### src/rtl/mm_pkg.sv
// Shared definitions for the matrix-multiply operand loader.
// Holds the default geometry (M x N times N x P, 8-bit words), the derived RAM word counts
// and the loader state encoding.
package mm_pkg;

  localparam int unsigned DefWidth      = 8;
  localparam int unsigned DefADepthBits = 9;
  localparam int unsigned DefBDepthBits = 9;
  localparam int unsigned DefM          = 64;
  localparam int unsigned DefN          = 8;
  localparam int unsigned DefP          = 4;

  localparam int unsigned A_WORDS = DefM * DefN;
  localparam int unsigned B_WORDS = DefN * DefP;

  typedef enum logic [2:0] {
    StIdle   = 3'd0,
    StLoadA  = 3'd1,
    StLoadB  = 3'd2,
    StRun    = 3'd3,
    StFinish = 3'd4
  } mm_state_e;

  // States in which the stream slave accepts beats.
  function automatic logic is_load_state(input mm_state_e st);
    return (st == StLoadA) || (st == StLoadB);
  endfunction

endpackage

### src/rtl/mm_wrap_counter.sv
// Wrapping beat counter used for the A and B RAM write addresses.
// Counts 0 .. Limit-1 on en_i and wraps to 0 after the terminal count.
// Ports:
//   clk_i    clock
//   rst_ni   synchronous active-low reset (count -> 0)
//   en_i     advance by one (wraps at Limit-1)
//   clr_i    force count to 0 (wins over en_i)
//   count_o  current count
//   tc_o     high while count_o == Limit-1
module mm_wrap_counter #(
  parameter int unsigned Width = 9,
  parameter int unsigned Limit = 512
) (
  input  logic             clk_i,
  input  logic             rst_ni,
  input  logic             en_i,
  input  logic             clr_i,
  output logic [Width-1:0] count_o,
  output logic             tc_o
);

  logic [Width-1:0] count_d, count_q;
  logic             tc;

  assign tc = (count_q == Width'(Limit - 1));

  always_comb begin
    count_d = count_q;
    if (clr_i) begin
      count_d = '0;
    end else if (en_i) begin
      count_d = tc ? '0 : count_q + 1'b1;
    end
  end

  always_ff @(posedge clk_i) begin
    if (!rst_ni) begin
      count_q <= '0;
    end else begin
      count_q <= count_d;
    end
  end

  assign count_o = count_q;
  assign tc_o    = tc;

endmodule

### src/rtl/mm_stream_loader.sv
// Operand loader for the matrix-multiply core.
// Accepts one frame on an AXI-Stream slave (A: M*N words row-major, then B: N*P words
// row-major), writes the words into the A and B RAMs through registered write ports, then
// raises Start and waits for Done from the multiplier before pulsing frame_done.
//
// Optional feature macro: MM_LOADER_TLAST_CHECK_EN
//   defined     : tlast must be high on the last B beat and only there; otherwise the beat is
//                 dropped, load_err sets (sticky until reset) and the frame is abandoned.
//   not defined : tlast is ignored and load_err stays 0.
//
// Ports:
//   clk, resetn                        clock, synchronous active-low reset
//   s_axis_tdata/tvalid/tready/tlast   operand stream slave
//   A_write_en/address/data_in         A RAM write port (1-cycle registered)
//   B_write_en/address/data_in         B RAM write port (1-cycle registered)
//   Start, Done                        multiplier handshake (Start held until Done seen)
//   busy                               high in every state except idle
//   frame_done                         one-cycle pulse when the multiplier finishes
//   load_err                           sticky framing error
module mm_stream_loader
  import mm_pkg::*;
#(
  parameter int unsigned width        = DefWidth,
  parameter int unsigned A_depth_bits = DefADepthBits,
  parameter int unsigned B_depth_bits = DefBDepthBits,
  parameter int unsigned M            = DefM,
  parameter int unsigned N            = DefN,
  parameter int unsigned P            = DefP
) (
  input  logic                    clk,
  input  logic                    resetn,
  input  logic [width-1:0]        s_axis_tdata,
  input  logic                    s_axis_tvalid,
  output logic                    s_axis_tready,
  input  logic                    s_axis_tlast,
  output logic                    A_write_en,
  output logic [A_depth_bits-1:0] A_write_address,
  output logic [width-1:0]        A_write_data_in,
  output logic                    B_write_en,
  output logic [B_depth_bits-1:0] B_write_address,
  output logic [width-1:0]        B_write_data_in,
  output logic                    Start,
  input  logic                    Done,
  output logic                    busy,
  output logic                    frame_done,
  output logic                    load_err
);

  localparam int unsigned AWords = M * N;
  localparam int unsigned BWords = N * P;

  mm_state_e state_d, state_q;

  logic                    tready_d, tready_q;
  logic                    busy_d, busy_q;
  logic                    a_we_d, a_we_q;
  logic [A_depth_bits-1:0] a_addr_d, a_addr_q;
  logic [width-1:0]        a_data_d, a_data_q;
  logic                    b_we_d, b_we_q;
  logic [B_depth_bits-1:0] b_addr_d, b_addr_q;
  logic [width-1:0]        b_data_d, b_data_q;
  logic                    start_d, start_q;
  logic                    run_armed_d, run_armed_q;
  logic                    frame_done_d, frame_done_q;
  logic                    load_err_d, load_err_q;

  logic                    hs;
  logic                    frame_err;
  logic                    a_en, b_en;
  logic [A_depth_bits-1:0] a_cnt;
  logic [B_depth_bits-1:0] b_cnt;
  logic                    a_tc, b_tc;

  assign hs = s_axis_tvalid & tready_q;

`ifdef MM_LOADER_TLAST_CHECK_EN
  // tlast must coincide exactly with the final B beat.
  assign frame_err = hs && (s_axis_tlast != ((state_q == StLoadB) && b_tc));
`else
  logic unused_tlast;
  assign unused_tlast = s_axis_tlast;
  assign frame_err    = 1'b0;
`endif

  assign a_en = hs && (state_q == StLoadA) && !frame_err;
  assign b_en = hs && (state_q == StLoadB) && !frame_err;

  mm_wrap_counter #(
    .Width (A_depth_bits),
    .Limit (AWords)
  ) u_a_cnt (
    .clk_i   (clk),
    .rst_ni  (resetn),
    .en_i    (a_en),
    .clr_i   (frame_err),
    .count_o (a_cnt),
    .tc_o    (a_tc)
  );

  mm_wrap_counter #(
    .Width (B_depth_bits),
    .Limit (BWords)
  ) u_b_cnt (
    .clk_i   (clk),
    .rst_ni  (resetn),
    .en_i    (b_en),
    .clr_i   (frame_err),
    .count_o (b_cnt),
    .tc_o    (b_tc)
  );

  always_comb begin
    state_d      = state_q;
    a_we_d       = 1'b0;
    a_addr_d     = a_addr_q;
    a_data_d     = a_data_q;
    b_we_d       = 1'b0;
    b_addr_d     = b_addr_q;
    b_data_d     = b_data_q;
    start_d      = start_q;
    frame_done_d = 1'b0;
    load_err_d   = load_err_q;
    // Done is only trusted once Start has been high for a full cycle.
    run_armed_d  = (state_q == StRun);

    unique case (state_q)
      StIdle: begin
        state_d = StLoadA;
      end
      StLoadA: begin
        if (hs) begin
          if (frame_err) begin
            state_d    = StIdle;
            load_err_d = 1'b1;
          end else begin
            a_we_d   = 1'b1;
            a_addr_d = a_cnt;
            a_data_d = s_axis_tdata;
            if (a_tc) begin
              state_d = StLoadB;
            end
          end
        end
      end
      StLoadB: begin
        if (hs) begin
          if (frame_err) begin
            state_d    = StIdle;
            load_err_d = 1'b1;
          end else begin
            b_we_d   = 1'b1;
            b_addr_d = b_cnt;
            b_data_d = s_axis_tdata;
            if (b_tc) begin
              // Start rises together with the final B write.
              state_d = StRun;
              start_d = 1'b1;
            end
          end
        end
      end
      StRun: begin
        if (run_armed_q && Done) begin
          state_d      = StFinish;
          start_d      = 1'b0;
          frame_done_d = 1'b1;
        end
      end
      StFinish: begin
        state_d = StIdle;
      end
      default: begin
        state_d = StIdle;
        start_d = 1'b0;
      end
    endcase

    tready_d = is_load_state(state_d);
    busy_d   = (state_d != StIdle);
  end

  always_ff @(posedge clk) begin
    if (!resetn) begin
      state_q      <= StIdle;
      tready_q     <= 1'b0;
      busy_q       <= 1'b0;
      a_we_q       <= 1'b0;
      a_addr_q     <= '0;
      a_data_q     <= '0;
      b_we_q       <= 1'b0;
      b_addr_q     <= '0;
      b_data_q     <= '0;
      start_q      <= 1'b0;
      run_armed_q  <= 1'b0;
      frame_done_q <= 1'b0;
      load_err_q   <= 1'b0;
    end else begin
      state_q      <= state_d;
      tready_q     <= tready_d;
      busy_q       <= busy_d;
      a_we_q       <= a_we_d;
      a_addr_q     <= a_addr_d;
      a_data_q     <= a_data_d;
      b_we_q       <= b_we_d;
      b_addr_q     <= b_addr_d;
      b_data_q     <= b_data_d;
      start_q      <= start_d;
      run_armed_q  <= run_armed_d;
      frame_done_q <= frame_done_d;
      load_err_q   <= load_err_d;
    end
  end

  assign s_axis_tready   = tready_q;
  assign A_write_en      = a_we_q;
  assign A_write_address = a_addr_q;
  assign A_write_data_in = a_data_q;
  assign B_write_en      = b_we_q;
  assign B_write_address = b_addr_q;
  assign B_write_data_in = b_data_q;
  assign Start           = start_q;
  assign busy            = busy_q;
  assign frame_done      = frame_done_q;
  assign load_err        = load_err_q;

endmodule

### config.mk
export PLATFORM = sky130hd
export DESIGN_NAME = mm_stream_loader
export DESIGN_NICKNAME = d
export VERILOG_FILES = /design/src/rtl/mm_pkg.sv /design/src/rtl/mm_wrap_counter.sv /design/src/rtl/mm_stream_loader.sv
export SDC_FILE = /design/constraint.sdc
export NUM_CORES = 1
export LEC_CHECK = 0
export ABC_AREA = 0
export BUFFER_PORTS_ARGS = -buffer_cell sky130_fd_sc_hd__buf_2
export CORE_ASPECT_RATIO = 1.25
export CORE_MARGIN = 3
export CORE_UTILIZATION = 58
export DETAILED_ROUTE_END_ITERATION = 7
export HOLD_SLACK_MARGIN = 0.02
export PLACE_DENSITY = 0.87
export SLEW_MARGIN = 20
export SYNTH_ARGS = -nofsm -noshare
export SYNTH_HDL_FRONTEND = slang
export SYNTH_SLANG_ARGS = --single-unit
### constraint.sdc
create_clock -name clk -period 4.1 [get_ports clk]
set_input_delay 0.41 -clock clk [delete_from_list [all_inputs] [get_ports clk]]
set_output_delay 0.41 -clock clk [all_outputs]
set_load 0.03 [all_outputs]
Word level (Yosys, flattened, before mapping):

Cells that the tools add are included.

* register bits: 62
* latch bits: 0
* RAM bits: 0
* ROM bits: 0
* input bits: 13
* output and inout port bits: 41
* word-level logic and storage cells: 56
* memories kept: 0

* add/subtract/negate cells: 2
* multiply operators: 0
* divide/modulo/power cells: 0
* magnitude comparators: 0
* eq/ne operators: 11
* shift operators: 0
* multiplexer cells: 14
* bitwise operators: 2
* reductions and logical operators: 13

Operators with widths (number)
* adder 9 x 1 -> 9 bit (second input constant): 2
* two-way mux 9 bit: 2
* two-way mux 3 bit: 5
* case mux 3 bit (4 select lines): 1
* AND reduction 2 bit: 5
* == test 3 x 2 -> 1 bit (second input constant): 3
* == test 9 x 5 -> 1 bit (second input constant): 1
* == test 9 bit (second input constant): 1
* == test 3 x 1 -> 1 bit (second input constant): 2
* two-way mux 1 bit: 5
* inequality test 2 x 1 -> 1 bit (second input constant): 2
* AND reduction 4 bit: 1
* == test 3 bit (second input constant): 1
* logical AND 1 bit: 3
* logical NOT 3 bit: 1
* case mux 1 bit (3 select lines): 1
* nonzero test 3 bit: 1
* OR reduction 3 bit: 1
* inequality test 2 bit (second input constant): 1
* AND 1 bit: 1
* logical OR 1 bit: 1
* inverter 1 bit: 1

Depth between registers and ports, before layout:

Gate-level depths: netlist of the first run.

* depth in word-level cells: 6
* gate-level depth with buffers: 8
* gate-level depth less buffers: 8

By module:

Synthesis of the first run repeated with hierarchy kept, for this count alone.

* cell total of the unflattened synthesis: 266
* area total of the unflattened synthesis: 2565.0 um^2

By module, submodules not included
* mm_stream_loader: times used 1, cells each 173, area each 1706.6 um^2, seq. area each 880.8 um^2
* mm_wrap_counter (u_a_cnt): times used 1, cells each 46, area each 431.7 um^2, seq. area each 180.2 um^2
* mm_wrap_counter (u_b_cnt): times used 1, cells each 47, area each 426.7 um^2, seq. area each 180.2 um^2

Least setup slack after synthesis of the first run:

Ideal clock, no wire load.

* path type: reg2reg
* start: reg u_a_cnt.count_q[0], in the netlist u_a_cnt.count_o[0]
* end: reg state_q[0]
* setup time: 115 ps
* data arrival time: 1535 ps
* data required time: 3985 ps
* setup slack: 2450 ps
* stages on the path, launching flop included: 9
* path buffers: 0
* period minus slack after synthesis: 1650 ps
* cell sequence: dfxtp_1 -> ha_1 -> nand3_1 -> nor2_1 -> ha_1 -> inv_1 -> nor3_1 -> o21ai_0 -> and2_1

* word-level cells in the longest chain between the ends: 4

RTL lines
* start, declared: line mm_wrap_counter.sv:22 `logic [Width-1:0] count_d, count_q;`
* start signal, assigned: line mm_wrap_counter.sv:40 `count_q <= count_d;`
* == test 9 bit: line mm_wrap_counter.sv:25 `assign tc = (count_q == Width'(Limit - 1));`
* two-way mux 3 bit: line mm_stream_loader.sv:139 `if (a_tc) begin`
* two-way mux 3 bit: line mm_stream_loader.sv:131 `if (hs) begin`
* case mux 3 bit (4 select lines): line mm_stream_loader.sv:126 `unique case (state_q)`
* end signal, assigned: line mm_stream_loader.sv:184 `state_q <= StIdle;`
* end signal, assigned: line mm_stream_loader.sv:198 `state_q <= state_d;`
* end, declared: line mm_stream_loader.sv:52 `mm_state_e state_d, state_q;`

Every way passes these cells.
A chain may end at the register's enable or synchronous reset.

Worst setup path after layout of the first run:

Ends and elaborated chain as after synthesis.

==> results of run 1 <==
critical path, cell delays in order, from the launching register on:
cell and delay [ns]:
sky130_fd_sc_hd__dfxtp_1 0.40, sky130_fd_sc_hd__ha_1 0.25, sky130_fd_sc_hd__nand3_1 0.09, sky130_fd_sc_hd__nor2_1 0.10
sky130_fd_sc_hd__ha_1 0.18, sky130_fd_sc_hd__inv_1 0.10, sky130_fd_sc_hd__nor3_1 0.34, sky130_fd_sc_hd__o21ai_0 0.22
sky130_fd_sc_hd__and2_1 0.20
layout make-up:
type | count | area [um2] | area share, %
multi-input combinational | 211 | 1260 | 41.1
sequential | 62 | 1240 | 40.6
timing repair buffer | 53 | 270 | 8.84
clock buffer | 13 | 159 | 5.20
tap | 56 | 70.1 | 2.29
clock inverter | 3 | 42.5 | 1.39
inverter | 5 | 18.8 | 0.614
power by group through the flow:
stage,logic [mW],clock network [mW],registers (mW)
CTS,0.0543,0.546,0.611
global placement,0.0534,0,0.624
detailed placement,0.0540,0,0.624
global route,0.0587,0.569,0.611
floorplan,0.0326,0,0.632
finish,0.0541,0.539,0.611
stage by stage:
| stage | util (%) | total power [mW] | std cells | setup WS [ns] |
|---|---|---|---|---|
| detailed placement | 67.5 | 0.678 | 387 | 2.17 |
| finish | 72.3 | 1.20 | 403 | 2.10 |
| global route | 72.3 | 1.24 | 403 | 1.91 |
| global placement | 67.5 | 0.677 | 387 | 2.20 |
| floorplan | - | 0.665 | 294 | 2.45 |
| CTS | 72.3 | 1.21 | 403 | 2.13 |
per-layer routing:
layer	global-route usage, %	vias to the layer above	part of all wire (%)	routed length, um
li1	-	1069	-	-
met1	24.1	999	42	2200
met2	38.7	49	51	2660
met3	5.95	8	5.1	266
met4	9.96	0	2.1	110
met5	0	-	0	0
kinds of logic (layout without fill, tap and decap cells):
family / after synthesis / after routing / share of synthesized area (%)
adder cells (fa/ha/maj): 3 / 3 / 1.43
AND/OR/NAND/NOR: 150 / 150 / 28.9
other: 1 / 1 / 0.143
buffers and inverters: 21 / 74 / 4.82
flip-flops: 62 / 62 / 47.3
XOR/XNOR: 14 / 14 / 4.67
AO/OA/AOI/OAI: 43 / 43 / 12.7
path summary, 6_finish.rpt:
| kind | cells past startpoint | to | startpoint | slack (ns) |
|---|---|---|---|---|
| worst max register to register | 8 | state_q[0] | u_a_cnt.count_o[0] | 2.10 |
| worst min-delay path | 3 | A_write_data_in[6] | s_axis_tdata[6] | 0.34 |
| worst max-delay path | 8 | state_q[0] | u_a_cnt.count_o[0] | 2.10 |
| worst min register to register | 2 | B_write_address[7] | B_write_address[7] | 0.45 |
state kept, by name, indices dropped and copies added (netlist names):
| name | cells |
|---|---|
| frame_done | 1 |
| busy | 1 |
| Start | 1 |
| s_axis_tready | 1 |
| state_q | 3 |
| B_write_data_in | 8 |
| B_write_en | 1 |
| A_write_address | 9 |
| run_armed_q | 1 |
| B_write_address | 9 |
| A_write_en | 1 |
| u_a_cnt.count_o | 9 |
| u_b_cnt.count_o | 9 |
| A_write_data_in | 8 |
cells in the mapped netlist, types with 4 or more instances:
cell,n
sky130_fd_sc_hd__a21boi_1,11
sky130_fd_sc_hd__nand2_1,81
sky130_fd_sc_hd__buf_2,5
sky130_fd_sc_hd__and2_1,4
sky130_fd_sc_hd__clkbuf_1,4
sky130_fd_sc_hd__nor3_1,9
sky130_fd_sc_hd__a21boi_0,26
sky130_fd_sc_hd__nor4_4,4
sky130_fd_sc_hd__buf_6,4
sky130_fd_sc_hd__nand3_1,12
sky130_fd_sc_hd__dfxtp_1,62
sky130_fd_sc_hd__xnor2_1,14
sky130_fd_sc_hd__inv_1,5
sky130_fd_sc_hd__nor2_1,20
sky130_fd_sc_hd__nand4_1,4
==> impl_results.html, run 1 <==
<table>
<tr><th>Metric</th><th>Value</th></tr>
<tr><th colspan="2">Run</th></tr>
<tr><td>Max-capacitance violation count</td><td>0</td></tr>
<tr><th colspan="2">Global route</th></tr>
<tr><td>Vias in the first global route</td><td>2010</td></tr>
<tr><td>Remaining Overflow, GRT</td><td>0</td></tr>
<tr><td>Pin count of the biggest net entering global routing</td><td>45</td></tr>
<tr><td>Number of antenna violations at the first check in global routing</td><td>0</td></tr>
<tr><td>All-layer global routing usage</td><td>21.9%</td></tr>
<tr><td>Wire length of the first global-routing pass</td><td>8980 um</td></tr>
<tr><th colspan="2">CTS</th></tr>
<tr><td>CTS Hold Bufs</td><td>0</td></tr>
<tr><td>Clock-pin slew on the worst setup and hold paths</td><td>0.06 ns</td></tr>
<tr><td>Clock network latency to the later pin of the worst-skew pair</td><td>0.33 ns</td></tr>
<tr><td>Cell chosen for the clock root</td><td>sky130_fd_sc_hd__clkbuf_8</td></tr>
<tr><td>Clock buffer count from CTS</td><td>9</td></tr>
<tr><td>Htree depth</td><td>3</td></tr>
<tr><td>Count of buffers added by post-CTS timing repair for setup</td><td>0</td></tr>
<tr><td>CTS tree</td><td>done</td></tr>
<tr><td>Max clock buf depth</td><td>2</td></tr>
<tr><td>Total of cells resized after clock tree synthesis</td><td>0</td></tr>
<tr><td>Clock tree sinks</td><td>62</td></tr>
<tr><th colspan="2">Die</th></tr>
<tr><td>I/O pins</td><td>54</td></tr>
<tr><td>Die Y</td><td>81.2 um</td></tr>
<tr><td>DIE AREA</td><td>0.00537 mm2</td></tr>
<tr><td>Site Rows</td><td>26</td></tr>
<tr><td>Width of the chip</td><td>66.2 um</td></tr>
<tr><td>Initial core utilization</td><td>62.0%</td></tr>
<tr><td>Core box area</td><td>0.00423 mm2</td></tr>
<tr><th colspan="2">Logic synthesis</th></tr>
<tr><td>Sequential area share after synthesis</td><td>47.3%</td></tr>
<tr><td>Top-area cell type share of the netlist area</td><td>47.3%</td></tr>
<tr><td>Library cell with the largest summed area after synthesis</td><td>sky130_fd_sc_hd__dfxtp_1</td></tr>
<tr><td>Top FF cell, synth</td><td>sky130_fd_sc_hd__dfxtp_1</td></tr>
<tr><td>Mean instance size in the synthesized netlist</td><td>8.92 um2</td></tr>
<tr><td>Syn nets</td><td>310</td></tr>
<tr><td>Flip-flop and latch count after synthesis</td><td>62</td></tr>
<tr><td>Unique cell type count in the Yosys netlist</td><td>35</td></tr>
<tr><td>Share of synthesized registers carrying an async set or reset</td><td>0%</td></tr>
<tr><td>Number of warnings reported in the yosys synthesis log</td><td>0</td></tr>
<tr><td>Synthesized instance count</td><td>294</td></tr>
<tr><td>Post-synthesis instance area</td><td>0.00262 mm2</td></tr>
<tr><td>Leading post-synthesis cells by cell area</td><td>sky130_fd_sc_hd__dfxtp_1 (47%), sky130_fd_sc_hd__nand2_1 (12%), sky130_fd_sc_hd__a21boi_0 (7.4%)</td></tr>
<tr><td>EDFF count, synth</td><td>0</td></tr>
<tr><th colspan="2">Finish</th></tr>
<tr><td>Commonest cells after routing, fill and taps aside</td><td>sky130_fd_sc_hd__nand2_1 (81), sky130_fd_sc_hd__dfxtp_1 (62), sky130_fd_sc_hd__buf_2 (51), sky130_fd_sc_hd__a21boi_0 (26), sky130_fd_sc_hd__nor2_1 (20)</td></tr>
<tr><td>Fill cell count</td><td>335</td></tr>
<tr><td>Area growth from synthesis to layout</td><td>16.5%</td></tr>
<tr><td>Diodes inserted</td><td>0</td></tr>
<tr><td>Most common cell after layout, fill and taps aside</td><td>sky130_fd_sc_hd__nand2_1</td></tr>
<tr><td>Summed area of non-filler cells in the final layout</td><td>0.00306 mm2</td></tr>
<tr><td>Fraction of final layout cells sized beyond drive strength 1</td><td>23.1%</td></tr>
<tr><td>Count of nets after finishing</td><td>358</td></tr>
<tr><th colspan="2">STA</th></tr>
<tr><td>Worst slew pin tran</td><td>0.615 ns</td></tr>
<tr><td>Final sum of negative setup slack</td><td>0 ns</td></tr>
<tr><td>Setup repair after global routing missed its margin</td><td>false</td></tr>
<tr><td>Final worst-path cycle share</td><td>48.7%</td></tr>
<tr><td>Setup skew after layout</td><td>0.00612 ns</td></tr>
<tr><td>Timing-limited maximum frequency</td><td>0.500 GHz</td></tr>
<tr><td>Fin. Hold Viols</td><td>0</td></tr>
<tr><td>Worst max-slew margin expressed relative to the limit</td><td>59.0%</td></tr>
<tr><td>Number of endpoints failing setup at the final stage</td><td>0</td></tr>
<tr><td>Max Slew Vio Count</td><td>0</td></tr>
<tr><td>Min cycle time layout</td><td>2.00 ns</td></tr>
<tr><td>Hold WS</td><td>0.336 ns</td></tr>
<tr><th colspan="2">Placement</th></tr>
<tr><td>Port Buffers</td><td>51</td></tr>
<tr><td>Post-DP Area</td><td>0.00286 mm2</td></tr>
<tr><td>Post-detailed-placement half-perimeter wirelength</td><td>3620 um</td></tr>
<tr><td>Gpl congestion</td><td>0.821</td></tr>
<tr><th colspan="2">Power</th></tr>
<tr><td>Switching power</td><td>0.266 mW</td></tr>
<tr><td>Peak supply drop</td><td>0.300 mV</td></tr>
<tr><td>Power share of the sequential group</td><td>50.7%</td></tr>
<tr><td>Leakage power</td><td>1.19 nW</td></tr>
<tr><td>Power density over the cells</td><td>394 mW/mm2</td></tr>
<tr><td>Internal cell power</td><td>0.938 mW</td></tr>
<tr><td>Combinational share of power</td><td>4.5%</td></tr>
<tr><td>Proportion of total power due to net switching</td><td>22.1%</td></tr>
<tr><td>Share of total power in the clock network</td><td>44.8%</td></tr>
<tr><th colspan="2">Drt</th></tr>
<tr><td>Vias post-DR</td><td>2125</td></tr>
<tr><td>Total iterations of the first detailed-routing run</td><td>4</td></tr>
<tr><td>DRC violation count after routing</td><td>0</td></tr>
<tr><td>Count of nets left with antenna violations after detail routing</td><td>0</td></tr>
<tr><td>Routed wire per std cell</td><td>13.0 um</td></tr>
<tr><td>Sum of routed wire length over all layers</td><td>5230 um</td></tr>
<tr><td>Number of DRC markers after the initial detailed-route iteration</td><td>119</td></tr>
<tr><td>Number of vias per cell</td><td>5.27</td></tr>
<tr><th colspan="2">Setup path</th></tr>
<tr><td>Highest fanout seen on the critical path</td><td>5</td></tr>
<tr><td>Crit path arrival time</td><td>2.23 ns</td></tr>
<tr><td>Category of the worst setup path launch point</td><td>flip-flop</td></tr>
<tr><td>Worst Path Required</td><td>4.33 ns</td></tr>
<tr><td>Critical setup path kind</td><td>flip-flop to flip-flop</td></tr>
<tr><td>Crit. End Element</td><td>flip-flop</td></tr>
<tr><th colspan="2">Outcome</th></tr>
<tr><td>Status</td><td>completed</td></tr>
<tr><th colspan="2">Min path</th></tr>
<tr><td>Path category of the worst min-delay check</td><td>primary input to flip-flop</td></tr>
</table>
No activity file was read; power rests on OpenSTA's default activity.
==> run 2: changes to the inputs <==
--- a/config.mk
+++ b/config.mk
@@ -5,14 +5,14 @@
 export SDC_FILE = /design/constraint.sdc
 export NUM_CORES = 1
 export LEC_CHECK = 0
-export ABC_AREA = 0
+export ABC_AREA = 1
 export BUFFER_PORTS_ARGS = -buffer_cell sky130_fd_sc_hd__buf_2
 export CORE_ASPECT_RATIO = 1.25
 export CORE_MARGIN = 3
-export CORE_UTILIZATION = 58
+export CORE_UTILIZATION = 48
 export DETAILED_ROUTE_END_ITERATION = 7
 export HOLD_SLACK_MARGIN = 0.02
-export PLACE_DENSITY = 0.87
+export PLACE_DENSITY = 0.77
 export SLEW_MARGIN = 20
 export SYNTH_ARGS = -nofsm -noshare
 export SYNTH_HDL_FRONTEND = slang
==> constraint.sdc (replaced) <==
create_clock -name clk -period 1.65 [get_ports clk]
set_input_delay 0.165 -clock clk [delete_from_list [all_inputs] [get_ports clk]]
set_output_delay 0.165 -clock clk [all_outputs]
set_load 0.03 [all_outputs]
==> run 2 against run 1 <==
Net effect:
- register-to-register slack lost 2.1 ns
- first-iteration DRC count grew 47%
- synthesized cell count grew 14%
- global-route usage shrank 2.2 points
- maximum frequency grew 21%
- non-clock buffer count grew 16
- routed wire length grew 9.4%
- critical path depth grew 6
- combinational power grew to 3.0 times the previous value
- hold slack lost 0.27 ns
- critical endpoint is now s_axis_tready
==> impl_results.html, run 2 <==
<table>
<tr><th>Metric</th><th>Value</th></tr>
<tr><th colspan="2">Outcome</th></tr>
<tr><td>Status</td><td>completed</td></tr>
<tr><th colspan="2">Power</th></tr>
<tr><td>Post-route total power</td><td>3.38 mW (+180%)</td></tr>
<tr><td>Combinational share of power</td><td>4.8% (+0.3 points)</td></tr>
<tr><td>Peak supply drop</td><td>0.605 mV (+100%)</td></tr>
<tr><td>Power share of the sequential group</td><td>45.1% (-5.6 points)</td></tr>
<tr><td>Share of total power in the clock network</td><td>50.1% (+5.3 points)</td></tr>
<tr><td>Power density over the cells</td><td>1040 mW/mm2 (+160%)</td></tr>
<tr><td>Leakage power</td><td>1.47 nW (+24%)</td></tr>
<tr><td>Switching power</td><td>0.697 mW (+160%)</td></tr>
<tr><td>Proportion of total power due to net switching</td><td>20.6% (-1.5 points)</td></tr>
<tr><td>Internal cell power</td><td>2.69 mW (+190%)</td></tr>
<tr><th colspan="2">STA</th></tr>
<tr><td>Fin. Hold Viols</td><td>0 (unchanged)</td></tr>
<tr><td>Setup skew after layout</td><td>0.00933 ns (+0.00322 ns)</td></tr>
<tr><td>Setup repair after global routing missed its margin</td><td>true</td></tr>
<tr><td>Final sum of negative setup slack</td><td>0 ns (unchanged)</td></tr>
<tr><td>Number of endpoints failing setup at the final stage</td><td>0 (unchanged)</td></tr>
<tr><td>Max Slew Vio Count</td><td>0 (unchanged)</td></tr>
<tr><td>Timing-limited maximum frequency</td><td>0.607 GHz (+21%)</td></tr>
<tr><td>Final worst-path cycle share</td><td>99.9% (+51 points)</td></tr>
<tr><td>Min cycle time layout</td><td>1.65 ns (-0.350 ns)</td></tr>
<tr><th colspan="2">Logic synthesis</th></tr>
<tr><td>EDFF count, synth</td><td>0 (unchanged)</td></tr>
<tr><td>Leading post-synthesis cells by cell area</td><td>sky130_fd_sc_hd__dfxtp_1 (49%), sky130_fd_sc_hd__nand2_1 (11%), sky130_fd_sc_hd__a21oi_1 (6.9%)</td></tr>
<tr><td>Library cell with the largest summed area after synthesis</td><td>sky130_fd_sc_hd__dfxtp_1</td></tr>
<tr><td>Synthesized instance count</td><td>334 (+14%)</td></tr>
<tr><td>Top-area cell type share of the netlist area</td><td>48.7% (+1.3 points)</td></tr>
<tr><td>Flip-flop and latch count after synthesis</td><td>62 (unchanged)</td></tr>
<tr><td>Mean instance size in the synthesized netlist</td><td>7.64 um2 (-14%)</td></tr>
<tr><td>Syn nets</td><td>350 (+13%)</td></tr>
<tr><td>Post-synthesis instance area</td><td>0.00255 mm2 (-2.8%)</td></tr>
<tr><td>Number of warnings reported in the yosys synthesis log</td><td>0 (unchanged)</td></tr>
<tr><td>Top FF cell, synth</td><td>sky130_fd_sc_hd__dfxtp_1</td></tr>
<tr><td>Sequential area share after synthesis</td><td>48.7% (+1.3 points)</td></tr>
<tr><td>Most frequent cell after synthesis</td><td>sky130_fd_sc_hd__nand2_1</td></tr>
<tr><td>Unique cell type count in the Yosys netlist</td><td>33 (-5.7%)</td></tr>
<tr><td>Commonest cells post-synth</td><td>sky130_fd_sc_hd__nand2_1 (77), sky130_fd_sc_hd__dfxtp_1 (62), sky130_fd_sc_hd__nor2_1 (45)</td></tr>
<tr><td>Share of synthesized registers carrying an async set or reset</td><td>0% (unchanged)</td></tr>
<tr><th colspan="2">Placement</th></tr>
<tr><td>Port Buffers</td><td>51 (unchanged)</td></tr>
<tr><td>Gpl congestion</td><td>0.857 (+4.4%)</td></tr>
<tr><td>Post-DP Area</td><td>0.00296 mm2 (+3.6%)</td></tr>
<tr><td>Post-detailed-placement half-perimeter wirelength</td><td>4010 um (+11%)</td></tr>
<tr><th colspan="2">Finish</th></tr>
<tr><td>Diodes inserted</td><td>0 (unchanged)</td></tr>
<tr><td>Count of nets after finishing</td><td>416 (+16%)</td></tr>
<tr><td>Fraction of final layout cells sized beyond drive strength 1</td><td>28.7% (+5.7 points)</td></tr>
<tr><td>Commonest cells after routing, fill and taps aside</td><td>sky130_fd_sc_hd__nand2_1 (74), sky130_fd_sc_hd__dfxtp_1 (59), sky130_fd_sc_hd__buf_2 (51), sky130_fd_sc_hd__nor2_1 (43), sky130_fd_sc_hd__a21oi_1 (34)</td></tr>
<tr><td>Fill cell count</td><td>430 (+28%)</td></tr>
<tr><td>Area growth from synthesis to layout</td><td>27.9%</td></tr>
<tr><td>Most common cell after layout, fill and taps aside</td><td>sky130_fd_sc_hd__nand2_1</td></tr>
<tr><td>Summed area of non-filler cells in the final layout</td><td>0.00326 mm2 (+6.7%)</td></tr>
<tr><th colspan="2">Global route</th></tr>
<tr><td>All-layer global routing usage</td><td>19.6% (-2.2 points)</td></tr>
<tr><td>Number of antenna violations at the first check in global routing</td><td>0 (unchanged)</td></tr>
<tr><td>Vias in the first global route</td><td>2207 (+9.8%)</td></tr>
<tr><td>Wire length of the first global-routing pass</td><td>9630 um (+7.2%)</td></tr>
<tr><td>Pin count of the biggest net entering global routing</td><td>26 (-42%)</td></tr>
<tr><td>Remaining Overflow, GRT</td><td>0 (unchanged)</td></tr>
<tr><th colspan="2">Setup path</th></tr>
<tr><td>Worst setup path startpoint</td><td>u_a_cnt.count_o[0]</td></tr>
<tr><td>Setup crit end</td><td>s_axis_tready</td></tr>
<tr><td>Highest fanout seen on the critical path</td><td>2 (-3)</td></tr>
<tr><td>Minimum setup slack among reg-to-reg paths</td><td>0.002 ns (-2.10 ns)</td></tr>
<tr><td>Worst flop-to-flop path endpoint</td><td>s_axis_tready</td></tr>
<tr><td>Critical setup path kind</td><td>flip-flop to flip-flop</td></tr>
<tr><td>Worst r2r path cells</td><td>14 (+6)</td></tr>
<tr><td>Category of the worst setup path launch point</td><td>flip-flop</td></tr>
<tr><td>Worst Path Required</td><td>1.93 ns (-2.40 ns)</td></tr>
<tr><td>Beginning of the worst register-to-register path</td><td>u_a_cnt.count_o[0]</td></tr>
<tr><td>Crit. End Element</td><td>flip-flop</td></tr>
<tr><td>Crit path arrival time</td><td>1.93 ns (-0.30 ns)</td></tr>
<tr><th colspan="2">Run</th></tr>
<tr><td>Max-capacitance violation count</td><td>0 (unchanged)</td></tr>
<tr><th colspan="2">Drt</th></tr>
<tr><td>Routed wire per std cell</td><td>12.3 um (-5.4%)</td></tr>
<tr><td>Number of vias per cell</td><td>5.01 (-5.0%)</td></tr>
<tr><td>Vias post-DR</td><td>2334 (+9.8%)</td></tr>
<tr><td>Number of DRC markers after the initial detailed-route iteration</td><td>175 (+47%)</td></tr>
<tr><td>DRC violation count after routing</td><td>0 (unchanged)</td></tr>
<tr><td>Sum of routed wire length over all layers</td><td>5730 um (+9.4%)</td></tr>
<tr><td>Count of nets left with antenna violations after detail routing</td><td>0 (unchanged)</td></tr>
<tr><td>Total iterations of the first detailed-routing run</td><td>4 (unchanged)</td></tr>
<tr><th colspan="2">Die</th></tr>
<tr><td>Die Y</td><td>87.5 um (+7.8%)</td></tr>
<tr><td>Initial core utilization</td><td>49.9% (-12 points)</td></tr>
<tr><td>Core box area</td><td>0.00512 mm2 (+21%)</td></tr>
<tr><td>I/O pins</td><td>54 (unchanged)</td></tr>
<tr><td>Width of the chip</td><td>71.2 um (+7.6%)</td></tr>
<tr><td>Site Rows</td><td>29 (+12%)</td></tr>
<tr><td>DIE AREA</td><td>0.00623 mm2 (+16%)</td></tr>
<tr><th colspan="2">CTS</th></tr>
<tr><td>Clock tree sinks</td><td>62 (unchanged)</td></tr>
<tr><td>Max clock buf depth</td><td>2 (unchanged)</td></tr>
<tr><td>CTS tree</td><td>done</td></tr>
<tr><td>Htree depth</td><td>3 (unchanged)</td></tr>
<tr><td>Cell chosen for the clock root</td><td>sky130_fd_sc_hd__clkbuf_8</td></tr>
<tr><td>Clock network latency to the later pin of the worst-skew pair</td><td>0.34 ns (about the same)</td></tr>
<tr><td>Clock buffer count from CTS</td><td>9 (unchanged)</td></tr>
<tr><td>Clock-pin slew on the worst setup and hold paths</td><td>0.07 ns (about the same)</td></tr>
<tr><th colspan="2">Min path</th></tr>
<tr><td>Path category of the worst min-delay check</td><td>primary input to flip-flop</td></tr>
</table>
## run 2: cell type report
cell class / instances / area, um2 / share of cell area, %
clock buffer: 12 / 165 / 5.06
clock inverter: 3 / 90.1 / 2.76
inverter: 32 / 128 / 3.91
multi-input combinational: 226 / 1150 / 35.4
sequential: 62 / 1240 / 38.2
tap: 62 / 77.6 / 2.38
timing repair buffer: 69 / 403 / 12.4
## run 2: logic make-up after synthesis
group | count (synthesis) | synth area share (%)
flops | 62 | 48.7
other cells | 1 | 0.147
xor+xnor | 2 | 0.687
fa+ha+maj | 3 | 1.47
buf+inv | 46 | 8.63
compound gates | 61 | 12.7
simple gates | 159 | 27.7
## run 2: metrics by stage
| step | utilization [%] | hold WS, ns | cells | setup WS, ns |
|---|---|---|---|---|
| 6_report | 63.8 | 0.0622 | 466 | 0.00167 |
| 5_1_grt | 63.8 | 0.0768 | 466 | -0.126 |
| 4_1_cts | 63.3 | 0.0568 | 465 | 0.00619 |
| 3_5_place_dp | 57.8 | 0.414 | 448 | -0.114 |
| 3_3_place_gp | 57.8 | 0.408 | 448 | -0.0445 |
| 2_1_floorplan | - | 0.300 | 334 | 0.000729 |
## run 2: how the worst min path moves through the flow
stage	cells after the start	to	from	slack, ns
6_report	3	B_write_data_in[4]	s_axis_tdata[4]	0.06
5_1_grt	3	B_write_data_in[3]	s_axis_tdata[3]	0.08
4_1_cts	3	B_write_data_in[3]	s_axis_tdata[3]	0.06
3_5_place_dp	3	B_write_data_in[4]	s_axis_tdata[4]	0.41
3_3_place_gp	3	B_write_data_in[0]	s_axis_tdata[0]	0.41
2_1_floorplan	2	B_write_data_in[0]	s_axis_tdata[0]	0.30
## run 2: metal layers
| layer | share of wire (%) | wire length (um) | global-route usage (%) |
|---|---|---|---|
| met1 | 41 | 2360 | 21.2 |
| met2 | 51 | 2930 | 35.1 |
| met3 | 5.2 | 296 | 4.39 |
| met4 | 2.4 | 140 | 11.1 |
| met5 | 0 | 0 | 0 |
## run 2: power by group through the flow
stage               Combinational [mW]  Clock (mW)  Sequential [mW]
detailed placement               0.159           0             1.56
global placement                 0.156           0             1.56
floorplan                       0.0792           0             1.58
CTS                              0.163        1.71             1.53
finish                           0.164        1.69             1.53
global route                     0.178        1.77             1.53
## run 2: critical path: stages, from the launching register on
cell and delay, ns:
sky130_fd_sc_hd__dfxtp_2 0.35, sky130_fd_sc_hd__ha_4 0.16, sky130_fd_sc_hd__nand2_4 0.05, sky130_fd_sc_hd__inv_2 0.06, sky130_fd_sc_hd__nand2_2 0.06, sky130_fd_sc_hd__nor3_2 0.11
sky130_fd_sc_hd__ha_2 0.20, sky130_fd_sc_hd__inv_2 0.05, sky130_fd_sc_hd__nor2_4 0.11, sky130_fd_sc_hd__nor2_1 0.08, sky130_fd_sc_hd__nor2_1 0.11, sky130_fd_sc_hd__nand2_1 0.07
sky130_fd_sc_hd__nand2_1 0.06, sky130_fd_sc_hd__nand2_1 0.04, sky130_fd_sc_hd__nor2_1 0.08
## run 2: what timing repair did
action | in CTS | in global routing
pin swaps | 4 | 3
gates resized for setup | 2 | 4
cloned | 0 | 0
buffers inserted | 2 | 1
endpoints found under the setup margin | 8 | 11
hold buffers | 0 | 0
